===== src/rtl/fetch_stage_if.sv =====
// Instruction-memory bus between the fetch stage and the instruction memory.
// The fetch stage is the master: it raises IM_Req with a stable IM_Addr, and
// the memory answers with a one-cycle IM_Ack pulse carrying IM_Data.
interface fetch_stage_if;
  logic        IM_Req;
  logic [31:0] IM_Addr;
  logic        IM_Ack;
  logic [31:0] IM_Data;

  modport master (
    output IM_Req,
    output IM_Addr,
    input  IM_Ack,
    input  IM_Data
  );

  modport slave (
    input  IM_Req,
    input  IM_Addr,
    output IM_Ack,
    output IM_Data
  );
endinterface


===== src/rtl/fetch_stage.sv =====
// Instruction-fetch stage and IF/ID pipeline register of the 5-stage MIPS pipe.
// Owns the PC, talks to a variable-latency instruction memory through a
// one-entry buffer, picks the next PC from sequential / ID / EX redirects and
// applies the hazard unit's stall and flush votes to the IF/ID register.
module fetch_stage #(
  parameter logic [31:0] RESET_PC   = 32'h8000_0000,
  parameter logic [31:0] ILLOP_ADDR = 32'h8000_0004,
  parameter logic [31:0] XADR_ADDR  = 32'h8000_0008
) (
  input  logic               clk,
  input  logic               reset,
  input  logic [2:0]         PCWrite,
  input  logic [2:0]         IF_ID_WRITE,
  input  logic [2:0]         IF_ID_Flush,
  input  logic [2:0]         ID_PCSrc,
  input  logic [31:0]        ID_JumpTarget,
  input  logic [31:0]        ID_JrTarget,
  input  logic               EX_BranchTaken,
  input  logic [31:0]        EX_BranchTarget,
  fetch_stage_if.master      im,
  output logic [31:0]        IF_ID_Instr,
  output logic [31:0]        IF_ID_PC4,
  output logic               IF_ID_Valid
);

  // IDLE: just out of reset, no request yet.
  // FETCH: request outstanding for req_addr_r.
  // BUFFERED: word captured while ID was stalled, no request.
  // DRAIN: a redirect arrived while a request was in flight; its data is dropped.
  typedef enum logic [1:0] {
    ST_IDLE     = 2'd0,
    ST_FETCH    = 2'd1,
    ST_BUFFERED = 2'd2,
    ST_DRAIN    = 2'd3
  } state_t;

  state_t      state_r;
  state_t      state_nxt_s;
  logic [31:0] pc_r;
  logic [31:0] pc_nxt_s;
  logic [31:0] req_addr_r;
  logic [31:0] req_addr_nxt_s;
  logic [31:0] buf_r;
  logic [31:0] buf_nxt_s;
  logic        im_req_r;
  logic        im_req_nxt_s;

  logic [31:0] instr_r;
  logic [31:0] instr_nxt_s;
  logic [31:0] pc4_r;
  logic [31:0] pc4_nxt_s;
  logic        valid_r;
  logic        valid_nxt_s;

  logic        hold_s;
  logic        flush_s;
  logic        rd_ex_s;
  logic        rd_id_s;
  logic        rd_s;
  logic        id_redirect_s;
  logic [31:0] id_target_s;
  logic [31:0] target_s;
  logic [31:0] pc_plus4_s;

  logic        deliver_s;
  logic [31:0] deliver_data_s;
  logic [31:0] deliver_pc4_s;

  // Word-align a redirect target; instruction fetches are always 4-byte aligned.
  function automatic logic [31:0] align_word(input logic [31:0] addr);
    return {addr[31:2], 2'b00};
  endfunction

  // Any single dissenting vote stalls or flushes.
  assign hold_s     = ~(&PCWrite) | ~(&IF_ID_WRITE);
  assign flush_s    = ~(&IF_ID_Flush);
  assign rd_ex_s    = EX_BranchTaken;
  // An ID redirect is only trusted when ID is not stalled and EX is not overriding it.
  assign rd_id_s    = ~hold_s & ~rd_ex_s & id_redirect_s;
  assign rd_s       = rd_ex_s | rd_id_s;
  assign pc_plus4_s = pc_r + 32'd4;

  // Decode the ID-stage PC source into a redirect flag and its raw target.
  always_comb begin
    id_redirect_s = 1'b0;
    id_target_s   = 32'h0000_0000;
    case (ID_PCSrc)
      3'b010: begin
        id_redirect_s = 1'b1;
        id_target_s   = ID_JumpTarget;
      end
      3'b011: begin
        id_redirect_s = 1'b1;
        id_target_s   = ID_JrTarget;
      end
      3'b100: begin
        id_redirect_s = 1'b1;
        id_target_s   = ILLOP_ADDR;
      end
      3'b101: begin
        id_redirect_s = 1'b1;
        id_target_s   = XADR_ADDR;
      end
      default: begin
        id_redirect_s = 1'b0;
        id_target_s   = 32'h0000_0000;
      end
    endcase
  end

  // EX-stage branch target has priority over any ID-stage redirect.
  always_comb begin
    target_s = 32'h0000_0000;
    if (rd_ex_s) begin
      target_s = align_word(EX_BranchTarget);
    end else begin
      target_s = align_word(id_target_s);
    end
  end

  // Fetch FSM next-state, PC/request-address update and delivery decision.
  always_comb begin
    state_nxt_s    = state_r;
    pc_nxt_s       = pc_r;
    req_addr_nxt_s = req_addr_r;
    buf_nxt_s      = buf_r;
    deliver_s      = 1'b0;
    deliver_data_s = 32'h0000_0000;
    deliver_pc4_s  = 32'h0000_0000;
    case (state_r)
      ST_IDLE: begin
        state_nxt_s = ST_FETCH;
      end
      ST_FETCH: begin
        if (rd_s) begin
          pc_nxt_s = target_s;
          if (im.IM_Ack) begin
            // Returned word belongs to the wrong path; restart at the target.
            req_addr_nxt_s = target_s;
          end else begin
            // Request still in flight; its answer must be swallowed first.
            state_nxt_s = ST_DRAIN;
          end
        end else if (im.IM_Ack) begin
          if (!hold_s) begin
            deliver_s      = 1'b1;
            deliver_data_s = im.IM_Data;
            deliver_pc4_s  = req_addr_r + 32'd4;
            pc_nxt_s       = pc_plus4_s;
            req_addr_nxt_s = pc_plus4_s;
          end else begin
            buf_nxt_s   = im.IM_Data;
            state_nxt_s = ST_BUFFERED;
          end
        end else begin
          state_nxt_s = ST_FETCH;
        end
      end
      ST_BUFFERED: begin
        if (rd_s) begin
          pc_nxt_s       = target_s;
          req_addr_nxt_s = target_s;
          state_nxt_s    = ST_FETCH;
        end else if (!hold_s) begin
          deliver_s      = 1'b1;
          deliver_data_s = buf_r;
          deliver_pc4_s  = pc_plus4_s;
          pc_nxt_s       = pc_plus4_s;
          req_addr_nxt_s = pc_plus4_s;
          state_nxt_s    = ST_FETCH;
        end else begin
          state_nxt_s = ST_BUFFERED;
        end
      end
      ST_DRAIN: begin
        if (rd_s) begin
          pc_nxt_s = target_s;
        end else begin
          pc_nxt_s = pc_r;
        end
        if (im.IM_Ack) begin
          // Stale word dropped; the next request goes to the newest PC.
          if (rd_s) begin
            req_addr_nxt_s = target_s;
          end else begin
            req_addr_nxt_s = pc_r;
          end
          state_nxt_s = ST_FETCH;
        end else begin
          state_nxt_s = ST_DRAIN;
        end
      end
      default: begin
        state_nxt_s = ST_IDLE;
      end
    endcase
  end

  // A request is outstanding exactly in FETCH and DRAIN.
  always_comb begin
    im_req_nxt_s = 1'b0;
    if ((state_nxt_s == ST_FETCH) || (state_nxt_s == ST_DRAIN)) begin
      im_req_nxt_s = 1'b1;
    end else begin
      im_req_nxt_s = 1'b0;
    end
  end

  // IF/ID next value: flush beats hold, hold beats delivery, otherwise a bubble.
  always_comb begin
    instr_nxt_s = instr_r;
    pc4_nxt_s   = pc4_r;
    valid_nxt_s = valid_r;
    if (flush_s) begin
      instr_nxt_s = 32'h0000_0000;
      valid_nxt_s = 1'b0;
    end else if (hold_s) begin
      instr_nxt_s = instr_r;
      pc4_nxt_s   = pc4_r;
      valid_nxt_s = valid_r;
    end else if (deliver_s) begin
      instr_nxt_s = deliver_data_s;
      pc4_nxt_s   = deliver_pc4_s;
      valid_nxt_s = 1'b1;
    end else begin
      instr_nxt_s = 32'h0000_0000;
      valid_nxt_s = 1'b0;
    end
  end

  // Fetch state, PC, request address, buffer and request strobe.
  always_ff @(posedge clk or negedge reset) begin
    if (!reset) begin
      state_r    <= ST_IDLE;
      pc_r       <= RESET_PC;
      req_addr_r <= RESET_PC;
      buf_r      <= 32'h0000_0000;
      im_req_r   <= 1'b0;
    end else begin
      state_r    <= state_nxt_s;
      pc_r       <= pc_nxt_s;
      req_addr_r <= req_addr_nxt_s;
      buf_r      <= buf_nxt_s;
      im_req_r   <= im_req_nxt_s;
    end
  end

  // IF/ID pipeline register.
  always_ff @(posedge clk or negedge reset) begin
    if (!reset) begin
      instr_r <= 32'h0000_0000;
      pc4_r   <= 32'h0000_0000;
      valid_r <= 1'b0;
    end else begin
      instr_r <= instr_nxt_s;
      pc4_r   <= pc4_nxt_s;
      valid_r <= valid_nxt_s;
    end
  end

  assign im.IM_Req   = im_req_r;
  assign im.IM_Addr  = req_addr_r;
  assign IF_ID_Instr = instr_r;
  assign IF_ID_PC4   = pc4_r;
  assign IF_ID_Valid = valid_r;

endmodule


===== src/flat_wrapper.sv =====
// flat-port wrapper written by rule: the top's interface ports become plain ports
module fetch_stage_flat 
#(
  parameter logic [31:0] RESET_PC   = 32'h8000_0000,
  parameter logic [31:0] ILLOP_ADDR = 32'h8000_0004,
  parameter logic [31:0] XADR_ADDR  = 32'h8000_0008
)
  (clk, reset, PCWrite, IF_ID_WRITE, IF_ID_Flush, ID_PCSrc, ID_JumpTarget, ID_JrTarget, EX_BranchTaken, EX_BranchTarget, IF_ID_Instr, IF_ID_PC4, IF_ID_Valid, im_IM_Req, im_IM_Addr, im_IM_Ack, im_IM_Data);
  fetch_stage_if im_i ();
  input  logic clk;
  input  logic reset;
  input  logic [2:0] PCWrite;
  input  logic [2:0] IF_ID_WRITE;
  input  logic [2:0] IF_ID_Flush;
  input  logic [2:0] ID_PCSrc;
  input  logic [31:0] ID_JumpTarget;
  input  logic [31:0] ID_JrTarget;
  input  logic EX_BranchTaken;
  input  logic [31:0] EX_BranchTarget;
  output logic [31:0] IF_ID_Instr;
  output logic [31:0] IF_ID_PC4;
  output logic IF_ID_Valid;
  output wire logic [$bits(im_i.IM_Req)-1:0] im_IM_Req;
  output wire logic [$bits(im_i.IM_Addr)-1:0] im_IM_Addr;
  input wire logic [$bits(im_i.IM_Ack)-1:0] im_IM_Ack;
  input wire logic [$bits(im_i.IM_Data)-1:0] im_IM_Data;
  assign im_IM_Req = im_i.IM_Req;
  assign im_IM_Addr = im_i.IM_Addr;
  assign im_i.IM_Ack = im_IM_Ack;
  assign im_i.IM_Data = im_IM_Data;
  fetch_stage #(.RESET_PC(RESET_PC), .ILLOP_ADDR(ILLOP_ADDR), .XADR_ADDR(XADR_ADDR)) u_core (.clk(clk), .reset(reset), .PCWrite(PCWrite), .IF_ID_WRITE(IF_ID_WRITE), .IF_ID_Flush(IF_ID_Flush), .ID_PCSrc(ID_PCSrc), .ID_JumpTarget(ID_JumpTarget), .ID_JrTarget(ID_JrTarget), .EX_BranchTaken(EX_BranchTaken), .EX_BranchTarget(EX_BranchTarget), .im(im_i), .IF_ID_Instr(IF_ID_Instr), .IF_ID_PC4(IF_ID_PC4), .IF_ID_Valid(IF_ID_Valid));
endmodule

===== config.mk =====
export PLATFORM = sky130hd
export DESIGN_NAME = fetch_stage_flat
export DESIGN_NICKNAME = d
export VERILOG_FILES = /design/src/rtl/fetch_stage_if.sv /design/src/rtl/fetch_stage.sv /design/src/flat_wrapper.sv
export SDC_FILE = /design/constraint.sdc
export NUM_CORES = 1
export LEC_CHECK = 0
export ABC_CLOCK_PERIOD_IN_PS = 5600
export CAP_MARGIN = 20
export CORE_MARGIN = 1.5
export CORE_UTILIZATION = 54
export DETAILED_ROUTE_END_ITERATION = 8
export PLACE_DENSITY = 0.94
export SETUP_SLACK_MARGIN = 0.5
export SLEW_MARGIN = 20
export SYNTH_ARGS = -nofsm -noshare
export SYNTH_HDL_FRONTEND = slang
export SYNTH_SLANG_ARGS = --single-unit
export TNS_END_PERCENT = 20

===== constraint.sdc =====
create_clock -name clk -period 5.6 [get_ports clk]
set_input_delay 0.56 -clock clk [delete_from_list [all_inputs] [get_ports clk]]
set_output_delay 0.56 -clock clk [all_outputs]
set_load 0.005 [all_outputs]

==> flow_summary.json <==
{
  "drive_gt1_share_pct": 10.1,
  "netlist_instances": 1038,
  "cp.required_ps": 5910,
  "path_buf_inv": 2,
  "slew_viol_final": 0,
  "dp_hpwl_um": 21200,
  "numCtsBuffers": 17,
  "cap_violations": 0,
  "stdcell_count": 1462,
  "antenna_found_initial": 0,
  "cts.reportedPaths.clkPinSlew_ps": 70,
  "tightestPinTransition_ps": 1070,
  "worstSetupStartpointType": "flop",
  "cp_cell_sequence": "ha_1 -> clkinv_1 -> a211oi_4 -> buf_4 -> mux2_2",
  "wl_per_cell_um": 20.9,
  "final_common_cell": "clkdlybuf4s50_1",
  "yosys_warnings": 0,
  "yosysTopAreaCell": "dfrtp_1",
  "worstSetupPathType": "flop to flop",
  "slowest_stage": "a211oi_4",
  "cts_tree": "yes",
  "nets": 1375,
  "powerDensity_mw_per_mm2": 421,
  "max-vdd-ir-drop_mv": 0.246,
  "end_kind": "flop",
  "cts_sinks": 163,
  "final_area_mm2": 0.0125,
  "power.leakage_nw": 4.81,
  "clock_latency_ps": 430,
  "dp_cells": 1431,
  "mostFrequentLayoutCells": "233 x clkdlybuf4s50_1, 161 x dfrtp_1, 131 x nand2_1, 94 x o21ai_0, 65 x nor2_1",
  "grt_usage_pct": 33.4,
  "syn-num-nets": 1188,
  "period_minus_slack_ps": 3510,
  "num_vias": 9465,
  "ctsRootBufferMaster": "clkbuf_16",
  "pin_count": 242,
  "dpl_cell_area_mm2": 0.0119,
  "synthArstFlopShare_pct": 100,
  "drt-pass1-iter-count": 6,
  "initial_core_util_pct": 55.1,
  "slew-limit-headroom_pct": 28.5,
  "cp_max_fo": 19,
  "preCtsSetupSlack_ps": 2140,
  "synth_area_leaders": "dfrtp_1 42%, mux2_2 7.0%, nand2_1 5.2%, o21ai_0 5.0%, a22oi_1 4.7%",
  "clock_path_buffers": 2,
  "hold_violations": 0,
  "synth-seq-area-share_pct": 43.0,
  "n_fill_cell": 1130,
  "critPathMaxStageDelay_ps": 920,
  "drc": 0,
  "drtIter0Drc": 1298,
  "critical_path.top_delay_family": "buffers and inverters",
  "synth-main-ff-cell": "dfrtp_1",
  "htree_levels": 4,
  "area_delta_synth_final_pct": 31.8,
  "routed_wl_um": 30500,
  "drtAntennaViolNets": 0,
  "viasPerCell": 6.47,
  "finClkSkew_ps": 7.38,
  "cp.arrival_ps": 3820,
  "die_w_um": 136,
  "setup_viol": 0,
  "hold_path_class": "primary input to async pin",
  "grt_pass1_wl_um": 47800,
  "syn_area_mm2": 0.00949,
  "cts_setup_buffers": 0,
  "max_freq_mhz": 285,
  "grt_setup_unrepaired": "false",
  "worst_slack_ps": 2090,
  "synth.ff_latch_count": 163,
  "status": "complete, no violations",
  "port_buffers": 235,
  "setup_tns_ps": 0,
  "core_mm2": 0.0172,
  "routabilityCongestion": 0.996,
  "synth_edf_count": 0,
  "dieArea_mm2": 0.0184,
  "hold_buffers": 0,
  "diodes": 0,
  "grt_pass1_vias": 8910,
  "num_rows": 48,
  "grt_overflow": 0,
  "grt_start_max_net_pins": 107,
  "avgSynthCellArea_um2": 9.14,
  "yosysTopAreaCellShare_pct": 42.5,
  "die_h_um": 136,
  "min_period_over_period_pct": 62.7,
  "ys_types": 62,
  "ctsResizeCount": 0
}
## final timing paths
path / startpoint / to / slack (ps) / depth (start not counted)
max: u_core.state_r[0]$_DFF_PN0_ / u_core.im.IM_Addr[14]$_DFFE_PN0P_ / 2090 / 5
max in group asynchronous: reset / u_core.pc_r[20]$_DFFE_PN0P_ / 4010 / 2
max reg2reg: u_core.state_r[0]$_DFF_PN0_ / u_core.im.IM_Addr[14]$_DFFE_PN0P_ / 2090 / 5
min: reset / u_core.IF_ID_Instr[16]$_DFFE_PN0P_ / 240 / 1
min reg2reg: u_core.IF_ID_Instr[3]$_DFFE_PN0P_ / u_core.IF_ID_Instr[3]$_DFFE_PN0P_ / 480 / 2
min in group clk: u_core.IF_ID_Instr[3]$_DFFE_PN0P_ / u_core.IF_ID_Instr[3]$_DFFE_PN0P_ / 480 / 2
## synthesized netlist by cell type (all sizes together), types with 2 or more instances
cell,n
nor4,28
nor2,67
ha,6
mux2i,13
or3,9
and2,11
buf,26
o31ai,8
o31a,16
o22a,6
nand3,22
dfrtp,161
nor3,36
a221oi,4
nand2b,5
mux2,59
nor2b,3
nor4b,2
nand4,18
a21oi,36
a222oi,2
clkbuf,53
nand2,131
a211o,2
dfstp,2
or4,9
inv,15
xor2,24
a21boi,9
a31oi,18
and3,3
and4,10
xnor2,26
o21ai,99
o221ai,2
a22o,4
a211oi,2
o21a,7
o211ai,16
a22oi,59
## area by class of cell
| type | count | area [um2] | area share [%] |
|---|---|---|---|
| Clock inverter | 13 | 166 | 1.33 |
| Timing Repair Buffer | 247 | 2440 | 19.5 |
| Clock buffer | 18 | 439 | 3.51 |
| Multi-Input combinational cell | 780 | 5040 | 40.3 |
| Sequential cell | 163 | 4080 | 32.6 |
| Tap cell | 225 | 282 | 2.25 |
| Inverter | 16 | 60.1 | 0.480 |
## layer usage
metal | part of all wire [%] | up-vias | track usage, %
li1 | - | 4182 | -
met1 | 39 | 4509 | 44.6
met2 | 47 | 681 | 53.8
met3 | 11 | 93 | 8.01
met4 | 3.3 | 0 | 10.6
met5 | 0 | - | 0
## state kept, by name (all words and copies together) (netlist names)
name	count
u_core.IF_ID_Instr	32
u_core.im.IM_Addr	32
u_core.buf_r	32
u_core.IF_ID_PC4	32
u_core.IF_ID_Valid	1
u_core.pc_r	32
u_core.state_r	2
## cells by family after synthesis
logic type / count (synthesis) / share of synthesized area [%]
buffers and inverters: 95 / 4.21
adder cells (fa/ha/maj): 6 / 0.791
flip-flops: 163 / 43.0
XOR/XNOR: 50 / 4.61
AND/OR/NAND/NOR: 356 / 18.5
AO/OA/AOI/OAI: 296 / 20.5
multiplexers: 72 / 8.37
## power by group
part	internal, mW	total, mW	leakage, nW	switching, mW
sequential	1.53	2.06	2.06	0.530
clock	0.686	1.21	0.293	0.525
combinational	0.939	2.00	2.46	1.06
total	3.15	5.27	4.81	2.12
## per-stage QoR
step                hold slack [ps]  power, mW  util (%)
floorplan                       264       3.16         -
global placement                460       3.83      69.0
detailed placement              470       3.95      69.0
CTS                             283       5.19      72.6
global route                    329       5.51      72.6
finish                          244       5.27      72.6
Note: power is estimated with default switching activity, not from simulation.
